<file path="config.mk">
export PLATFORM = sky130hd
export DESIGN_NAME = execute_multdiv
export DESIGN_NICKNAME = d
export VERILOG_FILES = /design/src/rtl/execute_multdiv.sv
export SDC_FILE = /design/constraint.sdc
export NUM_CORES = 1
export LEC_CHECK = 0
export ABC_CLOCK_PERIOD_IN_PS = 20500
export BUFFER_PORTS_ARGS = -buffer_cell sky130_fd_sc_hd__buf_2
export CAP_MARGIN = 10
export CORE_UTILIZATION = 58
export CTS_CLUSTER_DIAMETER = 60
export DETAILED_ROUTE_END_ITERATION = 12
export PLACE_DENSITY_LB_ADDON = 0.15
export SYNTH_ARGS = -nofsm -noshare
export SYNTH_HDL_FRONTEND = slang
export SYNTH_SLANG_ARGS = --single-unit
</file>
<file path="constraint.sdc">
create_clock -name clock -period 20.5 [get_ports clock]
set_input_delay 4.1 -clock clock [delete_from_list [all_inputs] [get_ports clock]]
set_output_delay 4.1 -clock clock [all_outputs]
set_load 0.02 [all_outputs]
</file>
<file path="src/rtl/execute_multdiv.sv">
// Multi-cycle signed multiply (radix-2 Booth) / divide (restoring) unit for the execute stage.
// Stalls the front of the pipeline for 33 cycles and pulses result_ready for one cycle in DONE.
module execute_multdiv #(
    parameter int ITER = 32
) (
    input  logic        clock,
    input  logic        reset,
    input  logic [31:0] IR_Execute,
    input  logic [31:0] operandA,
    input  logic [31:0] operandB,
    output logic        stall,
    output logic [31:0] result,
    output logic        result_ready,
    output logic        exception,
    output logic [31:0] rstatus_value
);

    typedef enum logic [1:0] {S_IDLE, S_MUL, S_DIV, S_DONE} state_t;

    state_t      state_q, state_d;
    logic [5:0]  count_q, count_d;
    logic [32:0] hi_q, hi_d;
    logic [31:0] lo_q, lo_d;
    logic        qm1_q, qm1_d;
    logic [31:0] a_q, a_d;
    logic [31:0] b_q, b_d;
    logic [31:0] result_q, result_d;
    logic        exc_q, exc_d;
    logic        div_op_q, div_op_d;

    logic        is_mul, is_div, start, last_iter;
    logic [31:0] mag_in_a, mag_b, quot_fixed;
    logic [32:0] m_ext, booth_sum, rem_shift, diff;
    logic [63:0] product;
    logic [31:0] div_lo_n;
    logic        unused_ir;

    assign is_mul    = (IR_Execute[31:27] == 5'b00000) && (IR_Execute[6:2] == 5'b00110);
    assign is_div    = (IR_Execute[31:27] == 5'b00000) && (IR_Execute[6:2] == 5'b00111);
    assign start     = (state_q == S_IDLE) && (is_mul || is_div);
    assign last_iter = (count_q == 6'(ITER - 1));
    assign unused_ir = ^{IR_Execute[26:7], IR_Execute[1:0]};

    assign mag_in_a = operandA[31] ? -operandA : operandA;
    assign mag_b    = b_q[31] ? -b_q : b_q;

    // Booth step: accumulator carries a 33rd bit so subtracting -2^31 cannot overflow.
    assign m_ext = {a_q[31], a_q};
    always_comb begin
        booth_sum = hi_q;
        case ({lo_q[0], qm1_q})
            2'b01:   booth_sum = hi_q + m_ext;
            2'b10:   booth_sum = hi_q - m_ext;
            default: booth_sum = hi_q;
        endcase
    end
    assign product = {booth_sum, lo_q[31:1]};

    // Restoring step: remainder lives in hi_q, dividend shifts out of / quotient into lo_q.
    assign rem_shift  = {hi_q[31:0], lo_q[31]};
    assign diff       = rem_shift - {1'b0, mag_b};
    assign div_lo_n   = {lo_q[30:0], ~diff[32]};
    assign quot_fixed = (a_q[31] ^ b_q[31]) ? -div_lo_n : div_lo_n;

    always_comb begin
        state_d  = state_q;
        count_d  = count_q;
        hi_d     = hi_q;
        lo_d     = lo_q;
        qm1_d    = qm1_q;
        a_d      = a_q;
        b_d      = b_q;
        result_d = result_q;
        exc_d    = exc_q;
        div_op_d = div_op_q;
        case (state_q)
            S_IDLE: begin
                if (start) begin
                    a_d      = operandA;
                    b_d      = operandB;
                    count_d  = 6'd0;
                    hi_d     = 33'd0;
                    qm1_d    = 1'b0;
                    lo_d     = is_div ? mag_in_a : operandB;
                    div_op_d = is_div;
                    state_d  = is_div ? S_DIV : S_MUL;
                end
            end
            S_MUL: begin
                hi_d    = {booth_sum[32], booth_sum[32:1]};
                lo_d    = {booth_sum[0], lo_q[31:1]};
                qm1_d   = lo_q[0];
                count_d = count_q + 6'd1;
                if (last_iter) begin
                    state_d  = S_DONE;
                    result_d = product[31:0];
                    exc_d    = (product[63:32] != {32{product[31]}});
                end
            end
            S_DIV: begin
                hi_d    = diff[32] ? rem_shift : diff;
                lo_d    = div_lo_n;
                count_d = count_q + 6'd1;
                if (last_iter) begin
                    state_d = S_DONE;
                    if (b_q == 32'd0) begin
                        result_d = 32'd0;
                        exc_d    = 1'b1;
                    end else begin
                        result_d = quot_fixed;
                        exc_d    = (a_q == 32'h8000_0000) && (b_q == 32'hFFFF_FFFF);
                    end
                end
            end
            S_DONE: begin
                // Never restart from DONE; the instruction still in X has already issued.
                state_d = S_IDLE;
            end
            default: state_d = S_IDLE;
        endcase
    end

    always_ff @(posedge clock) begin
        if (reset) begin
            state_q  <= S_IDLE;
            count_q  <= 6'd0;
            hi_q     <= 33'd0;
            lo_q     <= 32'd0;
            qm1_q    <= 1'b0;
            a_q      <= 32'd0;
            b_q      <= 32'd0;
            result_q <= 32'd0;
            exc_q    <= 1'b0;
            div_op_q <= 1'b0;
        end else begin
            state_q  <= state_d;
            count_q  <= count_d;
            hi_q     <= hi_d;
            lo_q     <= lo_d;
            qm1_q    <= qm1_d;
            a_q      <= a_d;
            b_q      <= b_d;
            result_q <= result_d;
            exc_q    <= exc_d;
            div_op_q <= div_op_d;
        end
    end

    assign stall         = start || (state_q == S_MUL) || (state_q == S_DIV);
    assign result_ready  = (state_q == S_DONE);
    assign result        = result_q;
    assign exception     = result_ready && exc_q;
    assign rstatus_value = exception ? (div_op_q ? 32'd5 : 32'd4) : 32'd0;

endmodule

</file>
==> impl_metrics.py <==
metrics = {
    "floorplanning": {
        "die_w_um": 160.5,
        "ioPinCount": 165,
        "dieArea_um2": 25750,
        "core_area_um2": 24460,
        "initial_core_util_pct": 59.55,
        "num_rows": 57,
        "fp.dieH_um": 160.5,
    },
    "synth": {
        "netlist_instances": 2006,
        "synth.cell_area_um2": 14570,
        "synth_edf_count": 0,
        "yosys_warnings": 0,
        "ys_seq_elements": 172,
        "synthArstFlopShare_pct": 0,
        "synth_ff_type": "dfxtp_1",
        "ys_seq_area_share_pct": 23.64,
        "synth.distinct_cells": 82,
        "postSynthAreaPerCell_um2": 7.261,
    },
    "clock_tree": {
        "cts_resized": 0,
        "clock_sinks": 172,
        "cts_root_buf": "clkbuf_16",
        "postCtsSetupBuffers": 0,
        "clock_path_buffers": 2,
        "cts_hold_buf": 0,
        "clk_latency_ps": 450,
        "htree_levels": 4,
        "cts-buffers-inserted": 17,
        "clk_transition_reported_paths_ps": 80,
        "cts_tree": "done",
    },
    "sta": {
        "clock.fmax_mhz": 100.2,
        "finalSetupViolCount": 0,
        "skew_ps": 18.91,
        "rsz0062_at_grt": "no",
        "slew_violations": 0,
        "slew_headroom_pct": 22.75,
        "worstMarginPinSlew_ps": 1159,
        "fin_crit_ps": 9977,
        "final.setup.tns_ps": 0,
        "fin_crit_sh_pct": 48.67,
        "hold_slack_ps": 461.8,
        "hold_violations": 0,
    },
    "global_routing": {
        "grt_max_degree": 87,
        "antenna_found_initial": 0,
        "grt_first_pass_wirelength_um": 73280,
        "grt_pass1_vias": 13459,
        "grtUsageTotal_pct": 35.85,
        "gr-total-overflow": 0,
    },
    "routing": {
        "drt_iter0_drc": 1747,
        "drcViolationCount": 0,
        "wl_um": 46980,
        "wl_met2_um": 20300,
        "vias": 15120,
        "drt-met1-wl_um": 20310,
        "ant_nets": 0,
        "viasPerCell": 6.440,
        "firstDrtPassIters": 6,
        "wire_per_inst_um": 20.01,
        "wl_met3_um": 4968,
        "routed.top_layer": "met4",
    },
    "power_and_ir_drop": {
        "vdd_drop_max_mv": 0.09594,
        "power.density_nw_per_um2": 78.56,
        "p_leak_nw": 6.332,
    },
    "critical_path": {
        "path_cells": "buf_2 -> nor4b_1 -> nand3b_1 -> nor4_1 -> nand2_2 -> buf_4 -> nand2_1 -> buf_2",
        "critPathKind": "input pin to output pin",
        "slowest_stage": "nor4_1",
        "required_ps": 16400,
        "critPathMostFrequentCell": "buf_2",
        "critPathArrivalTime_ps": 5880,
        "path_max_fanout": 67,
        "end_kind": "output pin",
        "slowest_delay_ps": 540,
        "start_kind": "input pin",
    },
    "cells_and_area": {
        "final_cell_area_um2": 15670,
        "drive_gt1_share_pct": 9.783,
        "insertedDiodeCount": 0,
        "layout_common_cells": "275 x nand2_1, 200 x a21oi_1, 193 x nor2_1",
        "final_common_cell": "nand2_1",
        "areaGrowthSynthToFinish_pct": 7.559,
        "fillCellCount": 2272,
        "nets": 2188,
    },
    "worst_hold_path": {
        "holdCritPathClass": "flip-flop to flip-flop",
    },
    "run": {
        "maxCapViolations": 0,
    },
    "placement": {
        "hpwl_um": 35040,
        "place.gp.congestion": 1.014,
        "port_buffers": 112,
        "dpl_cell_area_um2": 15030,
    },
    "status": {
        "run_status": "finished, final reports clean",
    },
}
==> critical path: cells and delay by family <==
family | cells | cell delay (ps)
buf+inv | 3 | 620
simple gates | 5 | 1130
==> report_power, final <==
| group | switching, W | leakage, nW | internal, W |
|---|---|---|---|
| sequential | 0.0000819 | 1.39 | 0.000364 |
| clock | 0.000181 | 0.307 | 0.000172 |
| combinational | 0.000288 | 4.64 | 0.000145 |
==> path summary, 6_finish.rpt <==
kind / startpoint / endpoint / slack [ps] / cells past startpoint
worst min-delay path: b_q[31] / b_q[31] / 460 / 2
worst min register to register: b_q[31] / b_q[31] / 460 / 2
worst max register to register: b_q[9] / result[30] / 11710 / 28
worst max-delay path: IR_Execute[29] / stall / 10520 / 8
==> cell families after synthesis <==
group	Yosys count	share of synthesized area [%]
multiplexers	25	1.881
buffers and inverters	217	6.391
other	1	0.02574
adder cells (fa/ha/maj)	79	6.889
AND/OR/NAND/NOR	717	22.89
AO/OA/AOI/OAI	629	28.30
XOR/XNOR	166	9.981
flip-flops	172	23.64
==> cell type report <==
| class | instances | area (µm²) | share of cell area, % |
|---|---|---|---|
| Inverter | 45 | 168.9 | 1.078 |
| Clock inverter | 15 | 216.5 | 1.382 |
| Sequential cell | 172 | 3443 | 21.98 |
| Tap cell | 324 | 405.4 | 2.587 |
| Multi-Input combinational cell | 1646 | 10320 | 65.85 |
| Timing Repair Buffer | 129 | 690.7 | 4.408 |
| Clock buffer | 17 | 425.4 | 2.715 |
==> through the flow <==
stage | utilization [%] | power (W) | worst slack (ps) | cells
6_report | 64.05 | 0.001231 | 10520 | 2348
5_1_grt | 64.05 | 0.001284 | 10350 | 2348
3_3_place_gp | 61.42 | 0.0008576 | 10570 | 2316
4_1_cts | 64.05 | 0.001214 | 10540 | 2348
3_5_place_dp | 61.42 | 0.0008658 | 10540 | 2316
2_1_floorplan | - | 0.0007395 | 10820 | 2035
==> cells in the mapped netlist, types with 18 or more instances <==
library cell  count  area, µm²
and3_1           18      112.6
a221oi_1         28      245.2
o21ai_0          97      485.5
inv_1            42      157.7
a21o_1           33      247.7
nor2_1          194      728.2
nor3_1           55      275.3
ha_1             77      963.4
o31ai_1          31      232.7
a21oi_1         200       1001
xor2_1           93      814.5
a31oi_1          18      112.6
xnor2_1          73      639.4
nand2_1         276       1036
nor4_1           18      112.6
o21a_1           19      142.6
buf_4            31      232.7
clkbuf_1        127      476.7
dfxtp_1         172       3443
a22oi_1          44      330.3
nand3_1          29      145.1
nand4_1          19      118.9
a211oi_1         51      382.9
nand2b_1         23      143.9
==> sequential cells by signal, indices dropped and copies added, names as in the netlist <==
| register | count |
|---|---|
| div_op_q | 1 |
| qm1_q | 1 |
| hi_q | 33 |
| state_q | 2 |
| b_q | 32 |
| exc_q | 1 |
| result | 32 |
| lo_q | 32 |
| a_q | 32 |
| count_q | 6 |
==> routing by layer <==
layer | track usage, % | vias to the layer above
met5 | 0 | -
met4 | 11.86 | 0
met3 | 5.811 | 80
met2 | 54.64 | 837
met1 | 51.11 | 7004
li1 | - | 7199
(Power assumes the default switching activity.)
